[src/rtl/bloom_pkg.sv]
// Shared hash definitions for the Bloom filter: three hash functions over the
// key, reduced to a filter bit index, plus a per-bit mask helper.
package bloom_pkg;

  localparam int unsigned NUM_HASH = 3;

  // Hash arithmetic is carried in a fixed 64-bit container; keys up to 56 bits
  // keep 5*d + (d >> 3) from overflowing it before the explicit reduction.
  localparam int unsigned CALC_W = 64;
  localparam int unsigned MAX_DATA_W = 56;

  // Index of the n-th hash for key d (zero-extended to CALC_W). The result is
  // reduced mod 2^(dw+4) and then mod 2^idx_w, which collapses to keeping the
  // low min(dw+4, idx_w) bits.
  function automatic int unsigned hash_idx(
    input logic [CALC_W-1:0] d,
    input int unsigned       n,
    input int unsigned       dw,
    input int unsigned       idx_w
  );
    logic [CALC_W-1:0] h;
    logic [CALC_W-1:0] keep_mask;
    int unsigned       keep;
    case (n)
      0:       h = d;
      1:       h = CALC_W'(3) * d + CALC_W'(5);
      2:       h = CALC_W'(5) * d + (d >> 3);
      default: h = '0;
    endcase
    keep      = (dw + 4 < idx_w) ? dw + 4 : idx_w;
    keep_mask = (CALC_W'(1) << keep) - CALC_W'(1);
    return 32'(h & keep_mask);
  endfunction

  // One bit of mask(d): set when any of the NUM_HASH indices lands on pos.
  function automatic logic mask_bit(
    input logic [CALC_W-1:0] d,
    input int unsigned       dw,
    input int unsigned       idx_w,
    input int unsigned       pos
  );
    logic hit;
    hit = 1'b0;
    for (int unsigned n = 0; n < NUM_HASH; n++) begin
      if (hash_idx(d, n, dw, idx_w) == pos) hit = 1'b1;
    end
    return hit;
  endfunction

endpackage

[src/rtl/bloom_hash.sv]
// Combinational key -> FILTER_SIZE-bit hash mask (up to NUM_HASH bits set;
// colliding indices simply set fewer bits).
module bloom_hash
  import bloom_pkg::*;
#(
  parameter int unsigned DATA_WIDTH  = 8,
  parameter int unsigned FILTER_SIZE = 32
) (
  input  logic [DATA_WIDTH-1:0]  data,
  output logic [FILTER_SIZE-1:0] mask
);

  localparam int unsigned IDX_W = $clog2(FILTER_SIZE);

  logic [CALC_W-1:0] data_ext;

  assign data_ext = CALC_W'(data);

  // Build the mask one filter bit at a time from the package helper.
  always_comb begin
    mask = '0;
    for (int unsigned i = 0; i < FILTER_SIZE; i++) begin
      mask[i] = mask_bit(data_ext, DATA_WIDTH, IDX_W, i);
    end
  end

endmodule

[src/rtl/bloom_filter.sv]
// Bloom filter membership pre-filter: insert sets the key's hash bits, check
// reports (one cycle later) whether all of them were already set.
module bloom_filter
  import bloom_pkg::*;
#(
  parameter int unsigned DATA_WIDTH  = 8,   // 1..MAX_DATA_W
  parameter int unsigned FILTER_SIZE = 32   // power of two, >= 2
) (
  input  logic                   clk,
  input  logic                   reset,
  input  logic [DATA_WIDTH-1:0]  data,
  input  logic                   insert,
  input  logic                   check,
  output logic                   match,
  output logic [FILTER_SIZE-1:0] bl_out
);

  logic [FILTER_SIZE-1:0] mask;
  logic                   all_set;

  bloom_hash #(
    .DATA_WIDTH  (DATA_WIDTH),
    .FILTER_SIZE (FILTER_SIZE)
  ) u_hash (
    .data (data),
    .mask (mask)
  );

  // Query compares against the register value before this edge, so a
  // same-cycle insert of a new key does not make its own check hit.
  assign all_set = ((bl_out & mask) == mask);

  // Filter array and registered query result; reset overrides everything.
  always_ff @(posedge clk) begin
    if (reset) begin
      bl_out <= '0;
      match  <= 1'b0;
    end else begin
      if (insert) bl_out <= bl_out | mask;
      match <= check & all_set;
    end
  end

endmodule

[config.mk]
export PLATFORM = sky130hd
export DESIGN_NAME = bloom_filter
export DESIGN_NICKNAME = d
export VERILOG_FILES = /design/src/rtl/bloom_pkg.sv /design/src/rtl/bloom_hash.sv /design/src/rtl/bloom_filter.sv
export SDC_FILE = /design/constraint.sdc
export NUM_CORES = 1
export LEC_CHECK = 0
export CAP_MARGIN = 20
export CORE_MARGIN = 2
export CORE_UTILIZATION = 59
export CTS_BUF_LIST = sky130_fd_sc_hd__clkbuf_16
export DETAILED_ROUTE_END_ITERATION = 10
export PLACE_DENSITY = 0.84
export REMOVE_ABC_BUFFERS = 1
export SETUP_SLACK_MARGIN = 0.02
export SLEW_MARGIN = 40
export SYNTH_ARGS = -nofsm -noshare
export SYNTH_HDL_FRONTEND = slang
export SYNTH_SLANG_ARGS = --single-unit
[constraint.sdc]
create_clock -name clk -period 12.4 [get_ports clk]
set_clock_uncertainty 0.2 [all_clocks]
set_input_delay 1.86 -clock clk [delete_from_list [all_inputs] [get_ports clk]]
set_output_delay 1.86 -clock clk [all_outputs]
set_load 0.05 [all_outputs]
==> results_tabular.tex, run 1 <==
\begin{tabular}{lr}
\hline
Metric & Value \\
\hline
\multicolumn{2}{l}{\textbf{Outcome}} \\
Result of the run & complete, no violations \\
\multicolumn{2}{l}{\textbf{Logic synthesis}} \\
Post-synthesis instance area & about 3000 µm² \\
Mean area per synthesized cell & just over 7 µm² \\
Synthesized instance count & 416 \\
Number of flops mapped to enable cells by yosys & 0 \\
Yosys warnings & 0 \\
Fraction of synthesized area in multiplexers & under 10\% \\
Fraction of the mapped netlist area in adder cells & 8.46\% \\
Asr flop ratio synth & 0\% \\
Synthesized flop and latch total & 33 \\
Post-synthesis share of cell area spent on xor and xnor gates & about 5.8\% \\
Combinational family with the most area after synthesis & simple AND/OR/NAND/NOR gates \\
Sequential element share of the synthesized area & a little under a quarter \\
Share of synthesized cell area in and, or, nand and nor gates & between 20 and 30\% \\
Count of different cell masters after synthesis & between 50 and 60 \\
Most used flip-flop cell after synthesis & dfxtp\_1 \\
Compound-cell area share of the yosys netlist & between 20\% and 30\% \\
\multicolumn{2}{l}{\textbf{Finish}} \\
Leading cell type in the layout, fill and taps excluded & nor2\_1 \\
Count of nets after finishing & roughly 470 \\
Most frequent cells in the layout & nor2\_1 (52), a21oi\_1 (47), clkdlybuf4s50\_1 (42) \\
Fill count & 384 \\
Synthesis-to-finish area growth & 20.1\% \\
Antenna Diode Count & 0 \\
Fraction of layout instances using a drive strength above 1 & under 10\% \\
\multicolumn{2}{l}{\textbf{STA}} \\
Post-route minimum period & slightly above 6 ns \\
Relative slew slack & between 40 and 50\% \\
Total negative slack for setup checks & 0 ns \\
Fraction of the cycle the final worst path needs & between 50\% and 60\% \\
Unrepaired setup endpoints after global routing & false \\
Final count of negative-setup-slack endpoints & 0 \\
Slew at the pin closest to its max-slew limit & approximately 0.82 ns \\
Number of max-slew violations in the final report & 0 \\
Final number of hold-violating endpoints & 0 \\
Highest clock frequency the design can meet & around 160 MHz \\
\multicolumn{2}{l}{\textbf{Routing}} \\
Detailed-route wire length & around 11,000 µm \\
Starting DRC count in detailed routing & 700 \\
Detail-routed via count per cell & between 7 and 8 \\
Pre-Repair DR Iteration Count & 7 \\
Final antenna-violating net count & 0 \\
Total DRC errors in the routed layout & 0 \\
Via count & between 3,000 and 4,000 \\
Post-detailed-route wirelength per cell & around 21 µm \\
\multicolumn{2}{l}{\textbf{Clock tree}} \\
Total CTS buffers & 5 \\
Clock net sink count & 33 \\
Clock latency at the later pin of the worst-skew pair & between 0.2 and 0.3 ns \\
Count of buffers added by post-CTS timing repair for setup & 0 \\
Number of buffers on the longest clock path & 2 \\
CTS clk-pin slew, worst paths & roughly 0.050 ns \\
Cell chosen for the clock root & clkbuf\_16 \\
TritonCTS clock tree & done \\
H-tree lvl count & 2 \\
Post\_cts resized & 0 \\
Hold-fix buffers, CTS & 0 \\
\multicolumn{2}{l}{\textbf{Worst setup path}} \\
Kind of critical path & in2reg \\
CP Cell Sequence & clkdlybuf4s50\_1 -> buf\_4 -> inv\_1 -> ha\_1 -> inv\_1 -> ha\_1 -> nand2\_1 -> o21ai\_2 -> xor2\_2 -> nor4\_1 -> or4\_1 -> a2111oi\_2 -> nand4\_1 -> nor4\_1 \\
Critical Path Slowest Stage Cell & xor2\_2 \\
Highest fanout seen on the critical path & 29 \\
Worst Path Required & roughly 12 ns \\
Arrival @ worst endpoint & approximately 6.2 ns \\
Kind of end point of the critical path & flop \\
Critical path startpoint category & input pin \\
Peak per-stage delay on the critical path & slightly above 0.6 ns \\
\multicolumn{2}{l}{\textbf{Power}} \\
Power per unit of standard cell area & around 150 nW/µm² \\
Gate power share & about half \\
Final total power & between 0.5 and 0.6 mW \\
Portion of total power attributed to the clock network & a little under a quarter \\
Switching share of power & between 40\% and 50\% \\
Internal power component & 0.273 mW \\
Total net switching power & 0.237 mW \\
Leak Pwr & 1.28 nW \\
Largest vdd supply drop & between 100 and 150 µV \\
Sequential group share of total power & 25.2\% \\
\multicolumn{2}{l}{\textbf{GRT}} \\
Wire length of the first global-routing pass & about 17,000 µm \\
Maximum number of pins on one net before global-route repair & between 40 and 50 \\
Antenna violations before repair & 0 \\
GR Overflow Total & 0 \\
Number of global-route vias before repair & roughly 3,400 \\
Total GRT Usage & between 40\% and 50\% \\
\multicolumn{2}{l}{\textbf{Place}} \\
Routability congestion estimate from global placement & 1.06 \\
Port Buffer Count & 44 \\
Half-perimeter wire length after placement & about 7700 µm \\
\multicolumn{2}{l}{\textbf{Floorplan}} \\
Die Area & 5540 µm² \\
Height of the chip & around 74 µm \\
Starting density of the core & between 60\% and 70\% \\
Std cell rows & 25 \\
Area of the placeable core & 4750 µm² \\
I/O pins & 45 \\
Die W & around 74 µm \\
\multicolumn{2}{l}{\textbf{Hold path}} \\
Min-Delay Path Class & reg2reg \\
\multicolumn{2}{l}{\textbf{Run}} \\
Max-Cap Viols & 0 \\
\hline
\end{tabular}
==> worst paths after layout <==
path,start,endpoint,slack [ns],cells after the start
worst max-delay path,data[1],match,6.19,14
worst min-delay path,bl_out[22],bl_out[22],0.28,2
worst max register to register,bl_out[25],match,9.93,7
worst min register to register,bl_out[22],bl_out[22],0.28,2
==> cell type report <==
class                      instances  area (µm²)  area share [%]
inverter                          16        60.1            1.71
timing repair buffer              49         468            13.3
tap                               67        83.8            2.38
multi-input combinational        338        2110            59.9
clock inverter                     3        13.8           0.391
clock buffer                       5         125            3.56
sequential                        33         661            18.8
==> synth_stat cells, drive strengths merged (5+ instances only) <==
cell / n / area share, %
nor2: 52 / 6.7
a21oi: 47 / 8.0
nor3: 35 / 6.0
nand2: 34 / 4.4
dfxtp: 33 / 23
clkbuf: 25 / 3.2
o22ai: 22 / 4.7
o21ai: 17 / 3.0
inv: 16 / 2.1
ha: 15 / 6.4
nand2b: 11 / 2.3
nor4: 10 / 2.1
xnor2: 9 / 3.6
nand3: 7 / 1.2
o32ai: 6 / 1.8
a31oi: 5 / 1.1
o221ai: 5 / 1.5
or2: 5 / 1.1
or3: 5 / 1.1
==> registers in the layout (all words and copies together), names as in the netlist <==
name	count
bl_out	32
match	1
==> stage by stage <==
stage	cells	utilization (%)	cell area (µm²)	hold WS, ns	setup WS (ns)
after floorplan	387	-	2820	0.467	7.22
after global routing	511	74.0	3520	0.287	6.06
after detailed placement	503	71.0	3380	0.268	6.04
final	511	74.0	3520	0.277	6.19
after CTS	511	73.9	3510	0.276	6.32
after global placement	503	71.1	3380	0.250	6.09
==> power groups by stage <==
| stage | combinational (mW) | clock [mW] | sequential (mW) |
|---|---|---|---|
| after floorplan | 0.143 | 0 | 0.155 |
| after global placement | 0.248 | 0 | 0.130 |
| after detailed placement | 0.250 | 0 | 0.130 |
| after CTS | 0.251 | 0.120 | 0.128 |
| after global routing | 0.279 | 0.123 | 0.129 |
| final | 0.262 | 0.119 | 0.129 |
==> layer usage <==
| layer | wire length [µm] | GRT usage (%) |
|---|---|---|
| met5 | 0 | 0 |
| met4 | 491 | 19.4 |
| met1 | 4100 | 54.3 |
| met3 | 1510 | 10.7 |
| met2 | 4880 | 65.0 |
==> worst max-delay path, delay by kind of cell <==
kind                       cells  cell delay [ns]
and+or+nand+nor                5             1.15
buffers and inverters          4             1.29
AOI/OAI and AO/OA              2             0.49
xor gates and xnor gates       1             0.62
adders and majority gates      2             0.76
==> cells by family after synthesis <==
kind of cell	Yosys count
adder cells (fa/ha/maj)	18
flip-flops	33
AND/OR/NAND/NOR	174
buffers and inverters	45
multiplexers	4
XOR/XNOR	14
AO/OA/AOI/OAI	128
(Power assumes the default switching activity.)
==> run 2, diff against run 1 <==
--- a/config.mk
+++ b/config.mk
@@ -7,10 +7,10 @@
 export LEC_CHECK = 0
 export CAP_MARGIN = 20
 export CORE_MARGIN = 2
-export CORE_UTILIZATION = 59
+export CORE_UTILIZATION = 55
 export CTS_BUF_LIST = sky130_fd_sc_hd__clkbuf_16
 export DETAILED_ROUTE_END_ITERATION = 10
-export PLACE_DENSITY = 0.84
+export PLACE_DENSITY = 0.79
 export REMOVE_ABC_BUFFERS = 1
 export SETUP_SLACK_MARGIN = 0.02
 export SLEW_MARGIN = 40
==> constraint.sdc (replaced) <==
create_clock -name clk -period 6.1 [get_ports clk]
set_clock_uncertainty 0.2 [all_clocks]
set_input_delay 0.915 -clock clk [delete_from_list [all_inputs] [get_ports clk]]
set_output_delay 0.915 -clock clk [all_outputs]
set_load 0.05 [all_outputs]
==> results_tabular.tex, run 2 (synthesized netlist as in run 1, its figures left out) <==
\begin{tabular}{lr}
\hline
Metric & Value \\
\hline
\multicolumn{2}{l}{\textbf{STA}} \\
Slew at the pin closest to its max-slew limit & 0.873 ns \\
Fraction of the cycle the final worst path needs & 84.6\% \\
Total negative slack for setup checks & 0 ns \\
WHS & between 0.2 and 0.3 ns \\
Number of max-slew violations in the final report & 0 \\
Final count of negative-setup-slack endpoints & 0 \\
Relative slew slack & 41.6\% \\
Highest clock frequency the design can meet & roughly 190 MHz \\
Final number of hold-violating endpoints & 0 \\
Final setup slack of the worst path & 0.940 ns \\
Unrepaired setup endpoints after global routing & false \\
Post-route minimum period & a little over 5 ns \\
\multicolumn{2}{l}{\textbf{Routing}} \\
Via count & 3,515 \\
Starting DRC count in detailed routing & a little under 800 \\
Detailed-route wire length & around 11,000 µm \\
Pre-Repair DR Iteration Count & 6 \\
Total DRC errors in the routed layout & 0 \\
Post-detailed-route wirelength per cell & around 21 µm \\
Detail-routed via count per cell & between 6 and 7 \\
Final antenna-violating net count & 0 \\
\multicolumn{2}{l}{\textbf{Clock tree}} \\
Clock latency at the later pin of the worst-skew pair & 0.28 ns \\
TritonCTS clock tree & done \\
CTS clk-pin slew, worst paths & around 0.050 ns \\
Hold-fix buffers, CTS & 0 \\
Cell chosen for the clock root & clkbuf\_16 \\
Post\_cts resized & 0 \\
Clock net sink count & 33 \\
Number of buffers on the longest clock path & 2 \\
H-tree lvl count & 2 \\
Count of buffers added by post-CTS timing repair for setup & 0 \\
Total CTS buffers & 5 \\
\multicolumn{2}{l}{\textbf{Power}} \\
Largest vdd supply drop & between 200 and 300 µV \\
Power per unit of standard cell area & between 300 and 400 nW/µm² \\
Leak Pwr & 1.30 nW \\
\multicolumn{2}{l}{\textbf{Finish}} \\
Count of nets after finishing & $\sim$480 \\
Most frequent cells in the layout & nor2\_1 (52), a21oi\_1 (47), clkdlybuf4s50\_1 (43) \\
Fraction of layout instances using a drive strength above 1 & 5.37\% \\
Leading cell type in the layout, fill and taps excluded & nor2\_1 \\
Largest registers ranked by flip-flop count & bl\_out (32), match (1) \\
Utilization after layout & 69.8\% \\
Final design area excluding fillers & between 3000 and 4000 µm² \\
Antenna Diode Count & 0 \\
Top reg by flops & bl\_out \\
Synthesis-to-finish area growth & 21.7\% \\
Largest register FFs & 32 \\
\multicolumn{2}{l}{\textbf{GRT}} \\
Number of global-route vias before repair & between 3,000 and 4,000 \\
Antenna violations before repair & 0 \\
Wire length of the first global-routing pass & between 15,000 and 20,000 µm \\
GR Overflow Total & 0 \\
Maximum number of pins on one net before global-route repair & 42 \\
Total GRT Usage & $\sim$37\% \\
\multicolumn{2}{l}{\textbf{Hold path}} \\
Min-Delay Path Class & reg2reg \\
\multicolumn{2}{l}{\textbf{Floorplan}} \\
Starting density of the core & 57.3\% \\
Std cell rows & 26 \\
Height of the chip & 77.0 µm \\
I/O pins & between 40 and 50 \\
Die Area & slightly below 6000 µm² \\
Area of the placeable core & roughly 5100 µm² \\
Die W & between 70 and 80 µm \\
\multicolumn{2}{l}{\textbf{Place}} \\
Placement-stage worst setup slack & around 0.70 ns \\
Port Buffer Count & 44 \\
Half-perimeter wire length after placement & $\sim$7600 µm \\
Area of placed instances & between 3000 and 4000 µm² \\
Routability congestion estimate from global placement & between 1 and 1.5 \\
\multicolumn{2}{l}{\textbf{Worst setup path}} \\
Arrival @ worst endpoint & $\sim$5 ns \\
Kind of critical path & in2reg \\
CP Cell Sequence & clkdlybuf4s50\_1 -> ha\_1 -> fa\_1 -> ha\_1 -> xor2\_1 -> nor3b\_1 -> o311ai\_0 -> a21oi\_1 -> or4\_1 -> a2111oi\_2 -> nand4\_1 -> nor4\_1 \\
Worst Path Required & 6.09 ns \\
Worst path most repeated cell & ha\_1 \\
Highest fanout seen on the critical path & 14 \\
Critical path startpoint category & input pin \\
Kind of end point of the critical path & flop \\
Critical Path Slowest Stage Cell & clkdlybuf4s50\_1 \\
Peak per-stage delay on the critical path & roughly 0.85 ns \\
\multicolumn{2}{l}{\textbf{Run}} \\
Max-Cap Viols & 0 \\
\multicolumn{2}{l}{\textbf{Outcome}} \\
Result of the run & complete, no violations \\
\hline
\end{tabular}
## run 2: cell types whose count changed in the layout (fill, tap and decap cells not counted), sizes merged
cell,previous run,this run
buf,7,9
bufinv,0,1
clkdlybuf4s50,42,43
clkinv,2,1
## run 2: final cells by class
class / count / area, µm²
Multi-Input combinational cell: 338 / 2100
Fill cell: 450 / 1540
Sequential cell: 33 / 661
Timing Repair Buffer: 52 / 495
Clock buffer: 5 / 125
Tap cell: 70 / 87.6
Inverter: 16 / 60.1
Clock inverter: 3 / 37.5
## run 2: per-stage QoR
| stage | total power, mW | instances |
|---|---|---|
| final | 1.07 | 517 |
| after global routing | 1.12 | 517 |
| after CTS | 1.06 | 517 |
| after detailed placement | 0.775 | 509 |
| after global placement | 0.772 | 509 |
| after floorplan | 0.606 | 387 |
## run 2: report_power, final
part / internal, mW / switching (mW) / total (mW)
Clock: 0.190 / 0.0928 / 0.282
Combinational: 0.177 / 0.353 / 0.530
Sequential: 0.234 / 0.0274 / 0.261
## run 2: final timing paths
| path | end | cells past startpoint | from | slack, ns |
|---|---|---|---|---|
| min | bl_out[22] | 2 | bl_out[22] | 0.26 |
| max reg2reg | match | 7 | bl_out[25] | 3.72 |
| min reg2reg | bl_out[22] | 2 | bl_out[22] | 0.26 |
| max | match | 12 | data[1] | 0.94 |
## run 2: critical path: cells and delay by family
family                   cells  cell delay, ns
AO/OA/AOI/OAI                3            0.75
XOR/XNOR                     1            0.54
adder cells (fa/ha/maj)      3            1.17
buffers and inverters        1            0.85
AND/OR/NAND/NOR              4            0.93
## run 2: layer usage
layer	share of wire, %	track usage [%]
met3	13	6.24
met2	43	54.7
met1	41	52.3
met5	0	0
met4	4.0	16.1
==> run 3, diff against run 2 <==
==> constraint.sdc (replaced) <==
create_clock -name clk -period 4.9 [get_ports clk]
set_clock_uncertainty 0.2 [all_clocks]
set_input_delay 0.735 -clock clk [delete_from_list [all_inputs] [get_ports clk]]
set_output_delay 0.735 -clock clk [all_outputs]
set_load 0.05 [all_outputs]
==> results_tabular.tex, run 3 (synthesized netlist as in run 1, its figures left out) <==
\begin{tabular}{lr}
\hline
Metric & Value \\
\hline
\multicolumn{2}{l}{\textbf{Clock tree}} \\
CTS clk-pin slew, worst paths & 0.06 ns \\
Clock net sink count & 33 \\
Cell chosen for the clock root & clkbuf\_16 \\
TritonCTS clock tree & done \\
Total CTS buffers & 5 \\
Post\_cts resized & 0 \\
H-tree lvl count & 2 \\
Number of buffers on the longest clock path & 2 \\
Clock latency at the later pin of the worst-skew pair & around 0.28 ns \\
Count of buffers added by post-CTS timing repair for setup & 0 \\
Hold-fix buffers, CTS & 0 \\
\multicolumn{2}{l}{\textbf{Floorplan}} \\
Die Area & approximately 6000 µm² \\
Starting density of the core & between 50\% and 60\% \\
I/O pins & 45 \\
Die W & 77.0 µm \\
Std cell rows & 26 \\
Height of the chip & around 77 µm \\
Area of the placeable core & $\sim$5100 µm² \\
\multicolumn{2}{l}{\textbf{GRT}} \\
Number of global-route vias before repair & around 3,400 \\
GR Overflow Total & 0 \\
Total GRT Usage & between 30\% and 40\% \\
Wire length of the first global-routing pass & approximately 18,000 µm \\
Antenna violations before repair & 0 \\
Maximum number of pins on one net before global-route repair & between 40 and 50 \\
\multicolumn{2}{l}{\textbf{Worst setup path}} \\
Kind of end point of the critical path & flop \\
Critical path startpoint category & input pin \\
Worst Path Required & just under 5 ns \\
Kind of critical path & in2reg \\
Highest fanout seen on the critical path & 5 \\
Arrival @ worst endpoint & about 4.4 ns \\
\multicolumn{2}{l}{\textbf{Routing}} \\
Final antenna-violating net count & 0 \\
Pre-Repair DR Iteration Count & 7 \\
Detailed-route wire length & 11,600 µm \\
Detail-routed via count per cell & 7.03 \\
Post-detailed-route wirelength per cell & between 20 and 25 µm \\
Total DRC errors in the routed layout & 0 \\
Via count & $\sim$3,700 \\
Starting DRC count in detailed routing & 528 \\
\multicolumn{2}{l}{\textbf{Finish}} \\
Most frequent cells in the layout & nor2\_1 (52), a21oi\_1 (47), clkdlybuf4s50\_1 (43) \\
Leading cell type in the layout, fill and taps excluded & nor2\_1 \\
Non-filler instance count after layout & about 530 \\
Count of nets after finishing & 487 \\
Utilization after layout & 71.0\% \\
Synthesis-to-finish area growth & 23.8\% \\
Largest register FFs & 32 \\
Largest registers ranked by flip-flop count & bl\_out (32), match (1) \\
Register area & approximately 660 µm² \\
Antenna Diode Count & 0 \\
Final design area excluding fillers & between 3000 and 4000 µm² \\
Top reg by flops & bl\_out \\
Fill count & between 400 and 500 \\
Fraction of layout instances using a drive strength above 1 & between 8 and 9\% \\
Total area of multi-input combinational cells & about 2100 µm² \\
\multicolumn{2}{l}{\textbf{STA}} \\
Slew at the pin closest to its max-slew limit & around 0.65 ns \\
Final setup slack of the worst path & around 0.54 ns \\
Total negative slack for setup checks & 0 ns \\
Final number of hold-violating endpoints & 0 \\
Highest clock frequency the design can meet & approximately 230 MHz \\
Post-route minimum period & around 4.4 ns \\
Final count of negative-setup-slack endpoints & 0 \\
Relative slew slack & a little under three fifths \\
Unrepaired setup endpoints after global routing & false \\
Number of max-slew violations in the final report & 0 \\
Fraction of the cycle the final worst path needs & about nine tenths \\
WHS & about 0.26 ns \\
\multicolumn{2}{l}{\textbf{Power}} \\
Switching share of power & between 40 and 50\% \\
Leak Pwr & 1.34 nW \\
Final total power & 1.34 mW \\
Internal power component & $\sim$0.7 mW \\
Portion of total power attributed to the clock network & 23.3\% \\
Gate power share & between 50\% and 60\% \\
Total net switching power & a little over 0.6 mW \\
Power per unit of standard cell area & between 300 and 400 nW/µm² \\
Largest vdd supply drop & around 220 µV \\
Sequential group share of total power & about 24\% \\
\multicolumn{2}{l}{\textbf{Outcome}} \\
Result of the run & complete, no violations \\
\multicolumn{2}{l}{\textbf{Run}} \\
Max-Cap Viols & 0 \\
\multicolumn{2}{l}{\textbf{Place}} \\
Post-placement cell count & 520 \\
Placement-stage worst setup slack & 0.271 ns \\
Routability congestion estimate from global placement & 1.07 \\
Area of placed instances & 3480 µm² \\
Port Buffer Count & between 40 and 50 \\
Half-perimeter wire length after placement & just over 8000 µm \\
\multicolumn{2}{l}{\textbf{Hold path}} \\
Min-Delay Path Class & reg2reg \\
\hline
\end{tabular}
-- run 3: cell types whose count changed in the layout (fill, tap and decap cells not counted), sizes merged --
cell	previous run	this run
clkinv	1	2
clkinvlp	0	1
inv	17	16
bufinv	1	0
buf	9	20
-- run 3: power groups by stage --
stage	Sequential (mW)	Combinational, mW	Clock, mW
2_1_floorplan	0.392	0.362	0
3_3_place_gp	0.330	0.664	0
5_1_grt	0.328	0.737	0.333
4_1_cts	0.324	0.675	0.315
6_report	0.327	0.700	0.313
3_5_place_dp	0.329	0.672	0
-- run 3: layer usage --
| metal | vias up | global-route usage, % | share of wire [%] |
|---|---|---|---|
| li1 | 1613 | - | - |
| met1 | 1708 | 52.0 | 37 |
| met2 | 311 | 60.9 | 44 |
| met3 | 78 | 8.94 | 13 |
| met4 | 0 | 20.0 | 5.4 |
| met5 | - | 0 | 0 |
-- run 3: final timing paths --
| check | from | to | slack (ns) | cells past startpoint |
|---|---|---|---|---|
| max reg2reg | bl_out[25] | match | 2.41 | 8 |
| max | data[3] | match | 0.54 | 12 |
| min | bl_out[22] | bl_out[22] | 0.26 | 2 |
| min reg2reg | bl_out[22] | bl_out[22] | 0.26 | 2 |
-- run 3: worst max-delay path, stage by stage --
cell and delay [ns]:
clkdlybuf4s50_1 0.58, ha_1 0.29, fa_1 0.46, ha_1 0.35
xor2_1 0.25, nor3_1 0.09, o311ai_0 0.35, a21oi_1 0.13
or4_1 0.45, a2111oi_2 0.29, nand4_1 0.12, nor4_1 0.25
-- run 3: layout make-up --
type | count | share of cell area (%)
Clock buffer | 5 | 3.45
Clock inverter | 3 | 0.483
Inverter | 16 | 1.66
Multi-Input combinational cell | 338 | 57.8
Sequential cell | 33 | 18.2
Tap cell | 70 | 2.41
Timing Repair Buffer | 63 | 15.9
